<file path="config.mk">
export PLATFORM = sky130hd
export DESIGN_NAME = countdown_display_timer
export DESIGN_NICKNAME = d
export VERILOG_FILES = /design/src/rtl/countdown_display_timer_pkg.sv /design/src/rtl/countdown_display_timer_bcd.sv /design/src/rtl/countdown_display_timer.sv
export SDC_FILE = /design/constraint.sdc
export NUM_CORES = 1
export LEC_CHECK = 0
export ABC_CLOCK_PERIOD_IN_PS = 3400
export CAP_MARGIN = 20
export CORE_MARGIN = 8
export CORE_UTILIZATION = 58
export DETAILED_ROUTE_END_ITERATION = 10
export PLACE_DENSITY = 0.77
export SLEW_MARGIN = 15
export SYNTH_ARGS = -nofsm -noshare
export SYNTH_HDL_FRONTEND = slang
export SYNTH_SLANG_ARGS = --single-unit
</file>
<file path="constraint.sdc">
create_clock -name clk -period 3.4 [get_ports clk]
set_input_delay 0.34 -clock clk [delete_from_list [all_inputs] [get_ports clk]]
set_output_delay 0.34 -clock clk [all_outputs]
set_load 0.02 [all_outputs]
</file>
<file path="src/rtl/countdown_display_timer_pkg.sv">
`default_nettype none
// ============================================================================
// Module : countdown_pkg
// Brief  : State encoding, 7-segment glyph constants and BCD digit lookup
//          for the countdown display timer.
// Rev    : 1.0 - initial release
// ============================================================================
package countdown_pkg;

    typedef enum logic [1:0] {
        IDLE       = 2'd0,
        COUNT      = 2'd1,
        SHOW_SCORE = 2'd2,
        SHOW_OVER  = 2'd3
    } state_t;

    // Segment order is dp,g,f,e,d,c,b,a (active-high)
    localparam logic [7:0] G_BLANK = 8'h00;
    localparam logic [7:0] G_DASH  = 8'h40;
    localparam logic [7:0] G_O     = 8'h3F;
    localparam logic [7:0] G_V     = 8'h3E;
    localparam logic [7:0] G_E     = 8'h79;
    localparam logic [7:0] G_R     = 8'h50;
    localparam logic [7:0] G_ERR   = 8'h80;

    function automatic logic [7:0] digit_glyph(input logic [3:0] digit);
        case (digit)
            4'd0:    return 8'h3F;
            4'd1:    return 8'h06;
            4'd2:    return 8'h5B;
            4'd3:    return 8'h4F;
            4'd4:    return 8'h66;
            4'd5:    return 8'h6D;
            4'd6:    return 8'h7D;
            4'd7:    return 8'h07;
            4'd8:    return 8'h7F;
            4'd9:    return 8'h6F;
            default: return G_ERR;
        endcase
    endfunction

endpackage
`default_nettype wire

</file>
<file path="src/rtl/countdown_display_timer_bcd.sv">
`default_nettype none
// ============================================================================
// Module : bcd_down_counter
// Brief  : N-digit BCD register with parallel load and single-cycle
//          decrement-with-borrow across all digits.
// Rev    : 1.0 - initial release
// ============================================================================
module bcd_down_counter #(
    parameter int NUM_DIGITS = 4
) (
    input  logic                    clk,
    input  logic                    rst,
    input  logic                    load,
    input  logic [4*NUM_DIGITS-1:0] load_value,
    input  logic                    dec,
    output logic                    is_zero,
    output logic [4*NUM_DIGITS-1:0] value
);

    logic [4*NUM_DIGITS-1:0] value_r;
    logic [4*NUM_DIGITS-1:0] dec_value;
    logic                    borrow;

    // Ripple the borrow from the LSD upward; digits below the first nonzero become 9
    always_comb begin
        borrow    = 1'b1;
        dec_value = value_r;
        for (int i = 0; i < NUM_DIGITS; i++) begin
            if (borrow) begin
                if (value_r[4*i +: 4] == 4'd0) begin
                    dec_value[4*i +: 4] = 4'd9;
                end else begin
                    dec_value[4*i +: 4] = value_r[4*i +: 4] - 4'd1;
                    borrow              = 1'b0;
                end
            end
        end
    end

    always_ff @(posedge clk or posedge rst) begin
        if (rst) begin
            value_r <= '0;
        end else if (load) begin
            value_r <= load_value;
        end else if (dec) begin
            value_r <= dec_value;
        end
    end

    assign is_zero = (value_r == '0);
    assign value   = value_r;

endmodule
`default_nettype wire

</file>
<file path="src/rtl/countdown_display_timer.sv">
`default_nettype none
// ============================================================================
// Module : countdown_display_timer
// Brief  : Reaction-timer core: BCD countdown after a start press, then a
//          scrolling score or "OVEr" message on one 7-segment output.
// Rev    : 1.0 - initial release
// ============================================================================
module countdown_display_timer
    import countdown_pkg::*;
#(
    parameter int NUM_DIGITS = 4,
    parameter int TICK_DIV   = 1000,
    parameter int SHOW_DIV   = 10000000
) (
    input  logic                    clk,
    input  logic                    rst,
    input  logic                    press,
    input  logic [3:0]              load_msd,
    output logic [7:0]              seg,
    output logic                    busy,
    output logic                    expired,
    output logic [4*NUM_DIGITS-1:0] score
);

    localparam int PRE_W  = $clog2(TICK_DIV);
    localparam int SHW_W  = $clog2(SHOW_DIV);
    localparam int SLOT_W = 4;
    localparam logic [PRE_W-1:0]  PRE_LAST   = PRE_W'(TICK_DIV - 1);
    localparam logic [SHW_W-1:0]  SHW_LAST   = SHW_W'(SHOW_DIV - 1);
    localparam logic [SLOT_W-1:0] SCORE_LAST = SLOT_W'(NUM_DIGITS);
    localparam logic [SLOT_W-1:0] OVER_LAST  = SLOT_W'(4);

    state_t                  state;
    state_t                  next_state;
    logic                    press_q;
    logic                    press_rise;
    logic [PRE_W-1:0]        prescaler;
    logic                    tick;
    logic [SHW_W-1:0]        show_timer;
    logic [SLOT_W-1:0]       slot;
    logic [SLOT_W-1:0]       slot_last;
    logic                    in_show;
    logic                    load;
    logic                    dec;
    logic                    is_zero;
    logic [4*NUM_DIGITS-1:0] load_value;
    logic [3:0]              digit_sel;
    logic [7:0]              seg_d;

    assign press_rise = press & ~press_q;
    assign tick       = (prescaler == PRE_LAST);
    assign in_show    = (state == SHOW_SCORE) || (state == SHOW_OVER);

    always_comb begin
        load_value = {NUM_DIGITS{4'h9}};
        load_value[4*NUM_DIGITS-1 -: 4] = (load_msd > 4'd9) ? 4'd9 : load_msd;
    end

    bcd_down_counter #(
        .NUM_DIGITS (NUM_DIGITS)
    ) u_counter (
        .clk        (clk),
        .rst        (rst),
        .load       (load),
        .load_value (load_value),
        .dec        (dec),
        .is_zero    (is_zero),
        .value      (score)
    );

    always_ff @(posedge clk or posedge rst) begin
        if (rst) begin
            state <= IDLE;
        end else begin
            state <= next_state;
        end
    end

    // Expiry is checked before the stop press so a simultaneous press loses
    always_comb begin
        next_state = state;
        case (state)
            IDLE:       if (press_rise) next_state = COUNT;
            COUNT: begin
                if (tick && is_zero) begin
                    next_state = SHOW_OVER;
                end else if (press_rise) begin
                    next_state = SHOW_SCORE;
                end
            end
            SHOW_SCORE,
            SHOW_OVER:  if (press_rise) next_state = IDLE;
            default:    next_state = IDLE;
        endcase
    end

    always_comb begin
        busy      = (state == COUNT);
        expired   = (state == SHOW_OVER);
        load      = (state == IDLE) && press_rise;
        dec       = (state == COUNT) && tick && !is_zero && !press_rise;
        slot_last = (state == SHOW_OVER) ? OVER_LAST : SCORE_LAST;
        digit_sel = 4'd0;
        for (int i = 0; i < NUM_DIGITS; i++) begin
            if (slot == SLOT_W'(NUM_DIGITS - i)) digit_sel = score[4*i +: 4];
        end
        seg_d = G_DASH;
        case (state)
            SHOW_SCORE: seg_d = (slot == '0) ? G_BLANK : digit_glyph(digit_sel);
            SHOW_OVER: begin
                case (slot)
                    4'd0:    seg_d = G_BLANK;
                    4'd1:    seg_d = G_O;
                    4'd2:    seg_d = G_V;
                    4'd3:    seg_d = G_E;
                    default: seg_d = G_R;
                endcase
            end
            default:    seg_d = G_DASH;
        endcase
    end

    // Slot sequencer restarts from the blank glyph on every entry to a SHOW state
    always_ff @(posedge clk or posedge rst) begin
        if (rst) begin
            press_q    <= 1'b0;
            prescaler  <= '0;
            show_timer <= '0;
            slot       <= '0;
            seg        <= G_DASH;
        end else begin
            press_q   <= press;
            prescaler <= ((state == COUNT) && !tick) ? prescaler + 1'b1 : '0;
            seg       <= seg_d;
            if (in_show && (next_state == state)) begin
                if (show_timer == SHW_LAST) begin
                    show_timer <= '0;
                    slot       <= (slot == slot_last) ? '0 : slot + 1'b1;
                end else begin
                    show_timer <= show_timer + 1'b1;
                end
            end else begin
                show_timer <= '0;
                slot       <= '0;
            end
        end
    end

endmodule
`default_nettype wire

</file>
==> impl_metrics.py <==
metrics = {
    "power_and_ir_drop": {
        "p_per_area_nw_per_um2": 455,
        "leakagePower_nw": 1.93,
        "vdd_drop_max_v": 0.000334,
        "total_power_w": 0.00198,
    },
    "critical_path": {
        "crit_path_start_kind": "register",
        "crit_arrival_ns": 3.24,
        "r2r-start": "slot[1]",
        "critPathCaptureType": "register",
        "crit_fanout": 12,
        "path_class": "register to register",
        "critPathLaunch": "slot[1]",
        "required_ns": 3.63,
    },
    "global_route": {
        "grt_pass1_vias": 3023,
        "antenna_found_initial": 0,
        "grt_max_degree": 36,
        "grtUsageTotal_pct": 19.2,
        "grt_pass1_wl_um": 14000,
        "overflow": 0,
    },
    "logic_synthesis": {
        "synth_top_area_share_pct": 42.9,
        "synth_cell_types": 57,
        "ys.flop_type": "dfrtp_1",
        "ys_top_cells_by_area": "dfrtp_1, xor2_1, nor2_1",
        "synth_top_area_cell": "dfrtp_1",
        "syn-cell-area_um2": 3740,
        "ys_ff_latch": 65,
        "synth_fp_nets": 418,
        "yosysMostFrequentCell": "dfrtp_1",
        "synth_area_per_cell_um2": 9.41,
        "synth_common_cells": "dfrtp_1, nor2_1, nand2_1, xor2_1, inv_1",
        "async_flop_share_pct": 100,
        "yosys_warnings": 0,
        "syn_inst": 397,
        "seq_area_frac_synth_pct": 43.6,
        "synth_edf_count": 0,
    },
    "clocking": {
        "clock-sinks": 65,
        "clockRootBuffer": "clkbuf_8",
        "cts_tree": "yes",
        "clockBufferDepth": 2,
        "clock_latency_ns": 0.35,
        "post_cts_resized": 0,
        "holdBufCountCts": 0,
        "htree_levels": 3,
        "clk_pin_slew_ns": 0.08,
        "postCtsSetupBuffers": 0,
        "numCtsBuffers": 9,
    },
    "sta": {
        "setup_viol_count_final": 0,
        "layout_min_cycle_time_ns": 3.00,
        "whs_ns": 0.430,
        "maxClockFrequency_mhz": 333,
        "relSlewSlack_pct": 42.1,
        "maxSlewViolCount": 0,
        "tightest_slew_ns": 0.866,
        "finalSetupTns_ns": 0,
        "hold_viol": 0,
        "finClkSkew_ns": 0.00865,
        "finalCritPeriodShare_pct": 88.3,
        "rsz0062_at_grt": "no",
    },
    "placed_design": {
        "numPortBuffers": 32,
        "hpwl_um": 5740,
        "gp_congestion": 0.880,
        "post_dp_cell_area_um2": 4120,
        "dpl.cell_count": 493,
    },
    "layout": {
        "fillers": 499,
        "ff_latch_area_um2": 1630,
        "antenna_cells": 0,
        "drive_above_1_share_pct": 7.18,
        "final_cells": 509,
        "final_nets": 448,
        "areaGrowthSynthToFinish_pct": 16.4,
        "fin_area_um2": 4350,
        "multi_input_area_um2": 1980,
    },
    "die": {
        "die_h_um": 96.3,
        "dieArea_um2": 9270,
        "initial_utilization_pct": 59.5,
        "core-area_um2": 6280,
        "io_pins": 33,
        "fp.dieW_um": 96.3,
        "num_rows": 29,
    },
    "run": {
        "cap_violations": 0,
    },
    "detailed_routing": {
        "drtIter0Drc": 132,
        "wl_per_cell_um": 15.8,
        "vias": 3040,
        "ant_nets": 0,
        "vias_per_cell": 5.97,
        "drt-total-wl_um": 8040,
        "drc": 0,
        "first_pass_iters": 4,
    },
    "hold_path": {
        "hp-class": "input port to asynchronous set/reset pin",
    },
    "status": {
        "status": "finished clean",
    },
}
[flip-flops by register name, summed over array words and instances, names as in the netlist]
register	count
slot	4
u_counter.value	16
seg	8
prescaler	10
press_q	1
show_timer	24
state	2
[critical path, stage by stage (launching register included)]
cell	delay (ns)
dfrtp_1	0.42
inv_1	0.09
ha_1	0.37
nor4b_1	0.10
a2111oi_0	0.40
a21boi_0	0.57
inv_1	0.19
ha_1	0.25
inv_1	0.07
mux2i_1	0.07
a311o_1	0.35
[worst paths after layout]
check                      depth (start not counted)                   to  slack [ns]
max in group asynchronous                          3  u_counter.value[11]        2.35
min reg2reg                                        1         prescaler[0]        0.49
max                                               10               seg[5]        0.40
min                                                2  u_counter.value[14]        0.43
max reg2reg                                       10               seg[5]        0.40
min in group clk                                   1              press_q        0.49
[cell type report]
cell class	count	area share, %
Timing Repair Buffer	34	8.00
Tap cell	77	2.22
Inverter	17	1.47
Multi-Input combinational cell	300	45.6
Sequential cell	65	37.4
Clock inverter	5	1.78
Clock buffer	11	3.48
[layer usage]
| metal | track usage [%] | routed length, um |
|---|---|---|
| met1 | 23.9 | 3700 |
| met2 | 31.2 | 3740 |
| met3 | 3.28 | 426 |
| met4 | 10.2 | 178 |
| met5 | 0 | 0 |
[power by group]
group          leakage [nW]  switching [W]  internal [W]
clock network         0.115       0.000302      0.000450
registers             0.860      0.0000825      0.000824
logic                 0.951       0.000190      0.000130
total                  1.93       0.000575       0.00140
[cell families (layout without fill, tap and decap cells)]
kind of cell | after synthesis | count (layout) | synth area share [%]
multiplexers | 8 | 8 | 2.14
XOR/XNOR | 30 | 30 | 7.03
buffers and inverters | 32 | 67 | 3.32
AO/OA/AOI/OAI | 65 | 65 | 11.8
adder cells (fa/ha/maj) | 14 | 14 | 4.69
flip-flops | 65 | 65 | 43.6
AND/OR/NAND/NOR | 183 | 183 | 27.5
[per-stage QoR]
step           worst slack, ns  util, %
2_1_floorplan            0.810        -
3_3_place_gp             0.666     65.6
3_5_place_dp             0.521     65.6
4_1_cts                  0.502     69.3
5_1_grt                  0.219     69.3
6_report                 0.398     69.3
[layout by cell type (no fill, tap or decap), drive strengths merged, types with 3 or more instances in the layout]
master	Yosys	layout
a211o	4	4
and3	10	10
a21boi	3	3
and4	6	6
or3	3	3
a31oi	3	3
xor2	25	25
and2	4	4
nand2b	8	8
and3b	3	3
clkbuf	12	11
a21oi	14	14
o21ai	16	16
nor2	51	51
mux2i	8	8
dfrtp	64	64
nand4	15	15
nand2	34	34
nor4	7	7
o31ai	5	5
xnor2	5	5
nand3	11	11
nor3	7	7
nand3b	4	4
clkdlybuf4s50	0	32
or3b	3	3
inv	17	17
nor3b	3	3
ha	14	14
or4	4	4
Power figures use the tool's default switching activity.
